### src/rtl/i2s_dac_tx.sv
// I2S DAC serializer: double-buffers one signed 16-bit stereo pair per LRCLK frame
// and shifts it MSB-first on DACDAT, framed by system-clock LRCLK/BCLK edge strobes.
//
// state | meaning
// IDLE  | no word since reset, DACDAT held low
// DELAY | one-BCLK I2S delay slot after an LRCLK edge
// SHIFT | driving word bits, counter tracks the remaining bits
// PAD   | word done, DACDAT low until the next LRCLK edge
module i2s_dac_tx (
  input  logic        clk,
  input  logic        i_rst_n,
  input  logic        lrclk_negedge,
  input  logic        lrclk_posedge,
  input  logic        bclk_negedge,
  input  logic        i_valid,
  input  logic [15:0] audio_l,
  input  logic [15:0] audio_r,
  output logic        o_sample_req,
  output logic        o_underrun,
  output logic        o_dacdat
);

  typedef enum logic [1:0] {
    ST_IDLE  = 2'd0,
    ST_DELAY = 2'd1,
    ST_SHIFT = 2'd2,
    ST_PAD   = 2'd3
  } state_t;

  state_t      state_q, state_d;
  logic [15:0] pend_l_q, pend_r_q;
  logic [15:0] frm_l_q, frm_r_q, frm_l_d, frm_r_d;
  logic [15:0] shreg_q, shreg_d;
  logic [3:0]  cnt_q, cnt_d;
  logic        fresh_q;
  logic        dacdat_d;

  // Frame register only advances when a fresh pair is waiting; otherwise the last pair repeats.
  always_comb begin
    frm_l_d = frm_l_q;
    frm_r_d = frm_r_q;
    if (lrclk_negedge && fresh_q) begin
      frm_l_d = pend_l_q;
      frm_r_d = pend_r_q;
    end
  end

  // An LRCLK strobe outranks a coincident bclk_negedge and holds DACDAT for that cycle.
  always_comb begin
    state_d  = state_q;
    cnt_d    = cnt_q;
    shreg_d  = shreg_q;
    dacdat_d = o_dacdat;
    if (lrclk_negedge) begin
      state_d = ST_DELAY;
      cnt_d   = 4'd15;
      shreg_d = frm_l_d;
    end else if (lrclk_posedge) begin
      state_d = ST_DELAY;
      cnt_d   = 4'd15;
      shreg_d = frm_r_q;
    end else if (bclk_negedge) begin
      case (state_q)
        ST_DELAY: begin
          dacdat_d = shreg_q[15];
          shreg_d  = {shreg_q[14:0], 1'b0};
          state_d  = ST_SHIFT;
        end
        ST_SHIFT: begin
          if (cnt_q == 4'd0) begin
            dacdat_d = 1'b0;
            state_d  = ST_PAD;
          end else begin
            dacdat_d = shreg_q[15];
            shreg_d  = {shreg_q[14:0], 1'b0};
            cnt_d    = cnt_q - 4'd1;
          end
        end
        default: dacdat_d = 1'b0;
      endcase
    end
  end

  always_ff @(posedge clk) begin
    if (!i_rst_n) begin
      state_q      <= ST_IDLE;
      cnt_q        <= 4'd15;
      shreg_q      <= '0;
      pend_l_q     <= '0;
      pend_r_q     <= '0;
      frm_l_q      <= '0;
      frm_r_q      <= '0;
      fresh_q      <= 1'b0;
      o_dacdat     <= 1'b0;
      o_sample_req <= 1'b0;
      o_underrun   <= 1'b0;
    end else begin
      state_q      <= state_d;
      cnt_q        <= cnt_d;
      shreg_q      <= shreg_d;
      frm_l_q      <= frm_l_d;
      frm_r_q      <= frm_r_d;
      o_dacdat     <= dacdat_d;
      o_sample_req <= lrclk_negedge;
      o_underrun   <= lrclk_negedge & ~fresh_q;
      // A pair arriving with the frame strobe is kept for the following frame.
      if (i_valid) begin
        pend_l_q <= audio_l;
        pend_r_q <= audio_r;
        fresh_q  <= 1'b1;
      end else if (lrclk_negedge) begin
        fresh_q  <= 1'b0;
      end
    end
  end

endmodule

### config.mk
export PLATFORM = sky130hd
export DESIGN_NAME = i2s_dac_tx
export DESIGN_NICKNAME = d
export VERILOG_FILES = /design/src/rtl/i2s_dac_tx.sv
export SDC_FILE = /design/constraint.sdc
export NUM_CORES = 1
export LEC_CHECK = 0
export CAP_MARGIN = 25
export CORE_MARGIN = 2
export CORE_UTILIZATION = 47
export DETAILED_ROUTE_END_ITERATION = 6
export PLACE_DENSITY = 0.72
export SLEW_MARGIN = 20
export SYNTH_ARGS = -nofsm -noshare
export SYNTH_HDL_FRONTEND = slang
export SYNTH_SLANG_ARGS = --single-unit
### constraint.sdc
create_clock -name clk -period 4.4 [get_ports clk]
set_clock_uncertainty 0.15 [all_clocks]
set_input_delay 1.1 -clock clk [delete_from_list [all_inputs] [get_ports clk]]
set_output_delay 1.1 -clock clk [all_outputs]
set_load 0.1 [all_outputs]
; ---- Word level (Yosys, flattened, before mapping)
; Index checks and enable logic that the tools add are counted.
[totals]
register_bits = 90
out_inout_bits = 3
[classes]
n_eq_ne = 5
muxes = 15
addsub = 1
bitwise = 6
n_reduce_logical = 12
[ops]
columns = operator, n
row1 = two-way mux 16 bit, 5
row2 = one-hot mux 16 bit (2 select lines), 1
row3 = AND reduction 3 bit, 5
row4 = != test 4 bit (second input constant), 2
row5 = two-way mux 1 bit, 6
row6 = inverter 1 bit, 5
row7 = zero test 4 bit, 1
row8 = one-hot mux 2 bit (2 select lines), 1
row9 = nonzero test 2 bit, 2
row10 = nonzero test 4 bit, 1
row11 = subtractor 4 x 1 -> 4 bit (second input constant), 1
row12 = nonzero test 3 bit, 1
row13 = OR reduction 3 bit, 1
row14 = equality test 2 x 1 -> 1 bit (second input constant), 1
row15 = equality test 2 bit (second input constant), 1
row16 = two-way mux 2 bit, 1
row17 = != test 2 bit (second input constant), 1
row18 = one-hot mux 1 bit (2 select lines), 1
row19 = bitwise AND 1 bit, 1
row20 = logical AND 1 bit, 1

; ---- Logic depth before layout (Yosys ltp)
[depth]
ltp_word = 6
depth_mapped = 7
mapped_depth_nobuf = 5

; ---- Worst setup path before layout
; Ideal clock, no wire load.
[synth_path]
path_type = in2reg
start = input bclk_negedge
end = register o_dacdat
n_path_buf = 1
path_stages = 4
path_slack_ns = 2.140
t_required_ns = 4.123
arrival_time_ns = 1.982
path_cell_list = buf_4 or3b_2 a221oi_1 nor3b_1
[synth_via]
elab_chain_len = 1
[synth_rtl]
columns = item, line_no
row1 = start: declaration, 14  ; input logic bclk_negedge,
row2 = AND reduction 3 bit (no line), n/a
row3 = end signal: assignment, 103  ; o_dacdat <= dacdat_d;
row4 = end: declaration, 20  ; output logic o_dacdat
; Every way passes these cells.
; A chain may end at the register's enable or synchronous reset.

; ---- Final worst setup path
[layout_path]
start = register o_dacdat
end = output o_dacdat
; No word-level cell between the ends.

==> out/qor.log <==
qor: status.status finished, final reports clean
qor: routing.post_drt_via_cell_ratio 5.444
qor: worst_setup_path.critPathTopFamily buffers and inverters
qor: synthesis.syn_nets 506
qor: global_routing.grt_busiest_layer met2
qor: synthesis.synth_seq_area_share 43.70%
qor: routing.drt_iter0_markers 113
qor: synthesis.ys_async_sr_fraction 0%
qor: routing.detail_route.drc_violations 0
qor: final_layout.fillerInstances 804
qor: worst_setup_path.regToRegSetupSlack 2.16 ns
qor: global_routing.grt_overflow_total 0
qor: final_layout.fin_nets 522
qor: worst_setup_path.required 3.15 ns
qor: routing.detail-route-antenna-nets 0
qor: placement.placer_congestion_estimate 0.8373
qor: global_routing.largest_net_degree_at_the_start_of_global_routing 80
qor: run.max_cap_viol_count 0
qor: timing.finalHoldViolations 0
qor: synthesis.ys_seq_elements 90
qor: routing.dr_total_vias 3228
qor: clock_network.clk-insertion-delay-late 0.36 ns
qor: synthesis.yosysTopAreaCellShare 43.70%
qor: synthesis.ys_top_cells_by_area sky130_fd_sc_hd__dfxtp_1 44%, sky130_fd_sc_hd__mux2i_1 8.3%, sky130_fd_sc_hd__a21boi_0 5.8%
qor: min_path.worstHoldPathType reg -> reg
qor: clock_network.clock_h_tree_levels 3
qor: clock_network.cts_made_buffers 9
qor: timing.maxClockFrequency 0.3202 GHz
qor: floorplan.std_cell_rows 34
qor: synthesis.synth_cell_type_count 40
qor: synthesis.cell_taking_the_most_area_after_synthesis sky130_fd_sc_hd__dfxtp_1
qor: clock_network.resized_gates_after_cts 0
qor: clock_network.cts-hold-fix-buffers 0
qor: timing.setup_repair_after_global_routing_missed_its_margin false
qor: worst_setup_path.critPathKind reg -> out
qor: timing.totalNegativeSetupSlack 0 ns
qor: worst_setup_path.number_of_cells_on_the_critical_path 1
qor: floorplan.design.portCount 41
qor: worst_setup_path.setup.worst_path.start o_dacdat
qor: worst_setup_path.cp_num_buf_inv 1
qor: worst_setup_path.crit_path_top_delay_cell sky130_fd_sc_hd__clkdlybuf4s50_1
qor: global_routing.groute.layer.met1.usage 24.83%
qor: timing.worst-slew-pin-transition 0.9603 ns
qor: min_path.hold_path_depth 2
qor: worst_setup_path.crit_fanout 3
qor: worst_setup_path.crit_path_end_kind primary output
qor: power_and_ir_drop.power.static_leakage 1.707 nW
qor: global_routing.vias_in_the_first_global_route 3104
qor: global_routing.groute.layer.met3.usage 4.460%
qor: synthesis.ys.warnings.count 0
qor: timing.slew_violations 0
qor: power_and_ir_drop.max-vdd-ir-drop 0.0001847 V
qor: worst_setup_path.reg2reg_path_depth 6
qor: clock_network.clk_pin_slew 0.09 ns
qor: timing.slew-limit-headroom 35.78%
qor: power_and_ir_drop.power 1.725 mW
qor: synthesis.yosys-top-cells-count 90 x sky130_fd_sc_hd__dfxtp_1, 54 x sky130_fd_sc_hd__nand2_1, 35 x sky130_fd_sc_hd__inv_1, 35 x sky130_fd_sc_hd__nor2b_1, 34 x sky130_fd_sc_hd__mux2i_1
qor: worst_setup_path.critical_path.startpoint_type flop
qor: clock_network.tritoncts done
qor: timing.finalSetupViolCount 0
qor: floorplan.start_util 47.98%
qor: worst_setup_path.worstPathCellList clkdlybuf4s50_1
qor: worst_setup_path.startpoint_of_the_lowest_slack_register_to_register_path state_q[0]
qor: placement.numPortBuffers 40
qor: floorplan.placeableCoreArea 8593 um^2
qor: final_layout.final_layout_size_suffix_gt1_share 5.773%
qor: worst_setup_path.worstSetupEndpoint o_dacdat
qor: final_layout.area_of_the_multi_input_gates 2009 um^2
qor: routing.dr.pass1.iters 5
qor: synthesis.syn-mean-instance-area 8.885 um^2
qor: clock_network.clock_sinks 90
qor: worst_setup_path.crit_arrival 1.87 ns
qor: clock_network.clk_buf_depth 2
qor: clock_network.ctsRootBufferMaster sky130_fd_sc_hd__clkbuf_8
qor: global_routing.grt_pass1_wl 14.55 mm
qor: floorplan.die_x 97.66 um
qor: global_routing.grtUsageTotal 18.63%
qor: synthesis.mappedNetlistArea 4123 um^2
qor: final_layout.n_antenna_cell 0
qor: global_routing.use_met2 28.70%
qor: clock_network.postCtsSetupBuffers 0
qor: routing.postRouteWirelength 8.642 mm
qor: worst_setup_path.capture_instance_of_the_worst_register_to_register_path shreg_q[3]
qor: routing.wl_per_cell 14.57 um
qor: synthesis.synth_most_common_cell sky130_fd_sc_hd__dfxtp_1
qor: final_layout.register_area 1802 um^2
qor: final_layout.area_growth 15.17%
qor: synthesis.synth_enable_flop_cells 0
qor: synthesis.syn_inst 464
qor: floorplan.chipHeight 97.66 um
qor: worst_setup_path.timing.critical_path.slowest_cell_delay 1.14 ns
qor: placement.detailed_place_hpwl 5.741 mm
qor: global_routing.number_of_antenna_violations_at_the_first_check_in_global_routing 0
qor: timing.post-route-period-util 70.99%
qor: floorplan.dieArea 9537 um^2
qor: synthesis.ys_dominant_reg_cell sky130_fd_sc_hd__dfxtp_1
qor: power_and_ir_drop.cellPowerDensity 363.3 nW/um^2
qor: timing.post-route-min-period 3.124 ns
[cells in the final DEF, fill, tap and decap left out, types with 16 or more instances in the layout]
cell | Yosys | final
sky130_fd_sc_hd__o211ai_1 | 16 | 16
sky130_fd_sc_hd__clkdlybuf4s50_1 | 0 | 37
sky130_fd_sc_hd__dfxtp_1 | 90 | 90
sky130_fd_sc_hd__inv_1 | 35 | 35
sky130_fd_sc_hd__mux2i_1 | 34 | 34
sky130_fd_sc_hd__a32oi_1 | 16 | 16
sky130_fd_sc_hd__nor2b_1 | 35 | 35
sky130_fd_sc_hd__nor2_1 | 16 | 16
sky130_fd_sc_hd__nand3_1 | 17 | 17
sky130_fd_sc_hd__nand2_1 | 54 | 54
sky130_fd_sc_hd__a21boi_0 | 32 | 32
[worst min-delay path by stage]
stage                 start     endpoint  slack [ns]
6_report         frm_r_q[1]   frm_r_q[1]        0.32
5_1_grt         pend_r_q[2]   frm_r_q[2]        0.34
4_1_cts          frm_r_q[1]   frm_r_q[1]        0.32
3_5_place_dp    frm_l_q[13]  frm_l_q[13]        0.31
3_3_place_gp     frm_l_q[3]   frm_l_q[3]        0.30
2_1_floorplan  pend_r_q[14]  frm_r_q[14]        0.29
[cell type report]
class / count / share of cell area, %
Clock buffer: 9 / 2.609
Multi-Input combinational cell: 298 / 42.32
Timing Repair Buffer: 46 / 9.065
Tap cell: 108 / 2.846
Sequential cell: 90 / 37.94
Inverter: 35 / 2.767
Clock inverter: 7 / 2.451
[logic make-up after synthesis]
group	share of synthesized area [%]
fa+ha+maj	1.214
buf+inv	7.557
flops	43.70
compound gates	20.12
mux	8.528
simple gates	18.88
[flip-flops by register name, summed over array words and instances, names as in the netlist]
signal,count
shreg_q,16
o_dacdat,1
frm_l_q,16
o_underrun,1
state_q,2
pend_r_q,16
cnt_q,4
o_sample_req,1
fresh_q,1
pend_l_q,16
frm_r_q,16
[report_power, final]
| part | internal [mW] | switching [mW] |
|---|---|---|
| clock | 0.377 | 0.294 |
| combinational | 0.0880 | 0.0960 |
| sequential | 0.848 | 0.0212 |
[metal layers]
layer | part of all wire [%] | vias to the layer above
met5 | 0 | -
met1 | 48 | 1494
li1 | - | 1644
met2 | 46 | 74
met4 | 2.5 | 0
met3 | 4.2 | 16
[stage by stage]
stage	instances	setup WS, ns	utilization (%)	instance area, um^2	hold WS [ns]
2_1_floorplan	464	2.140	-	4123	0.2903
3_3_place_gp	577	1.183	52.46	4508	0.3016
3_5_place_dp	577	1.131	52.46	4508	0.3089
4_1_cts	593	1.265	55.26	4748	0.3213
5_1_grt	593	1.243	55.26	4748	0.3356
6_report	593	1.277	55.26	4748	0.3166
No activity file was read; power rests on OpenSTA's default activity.
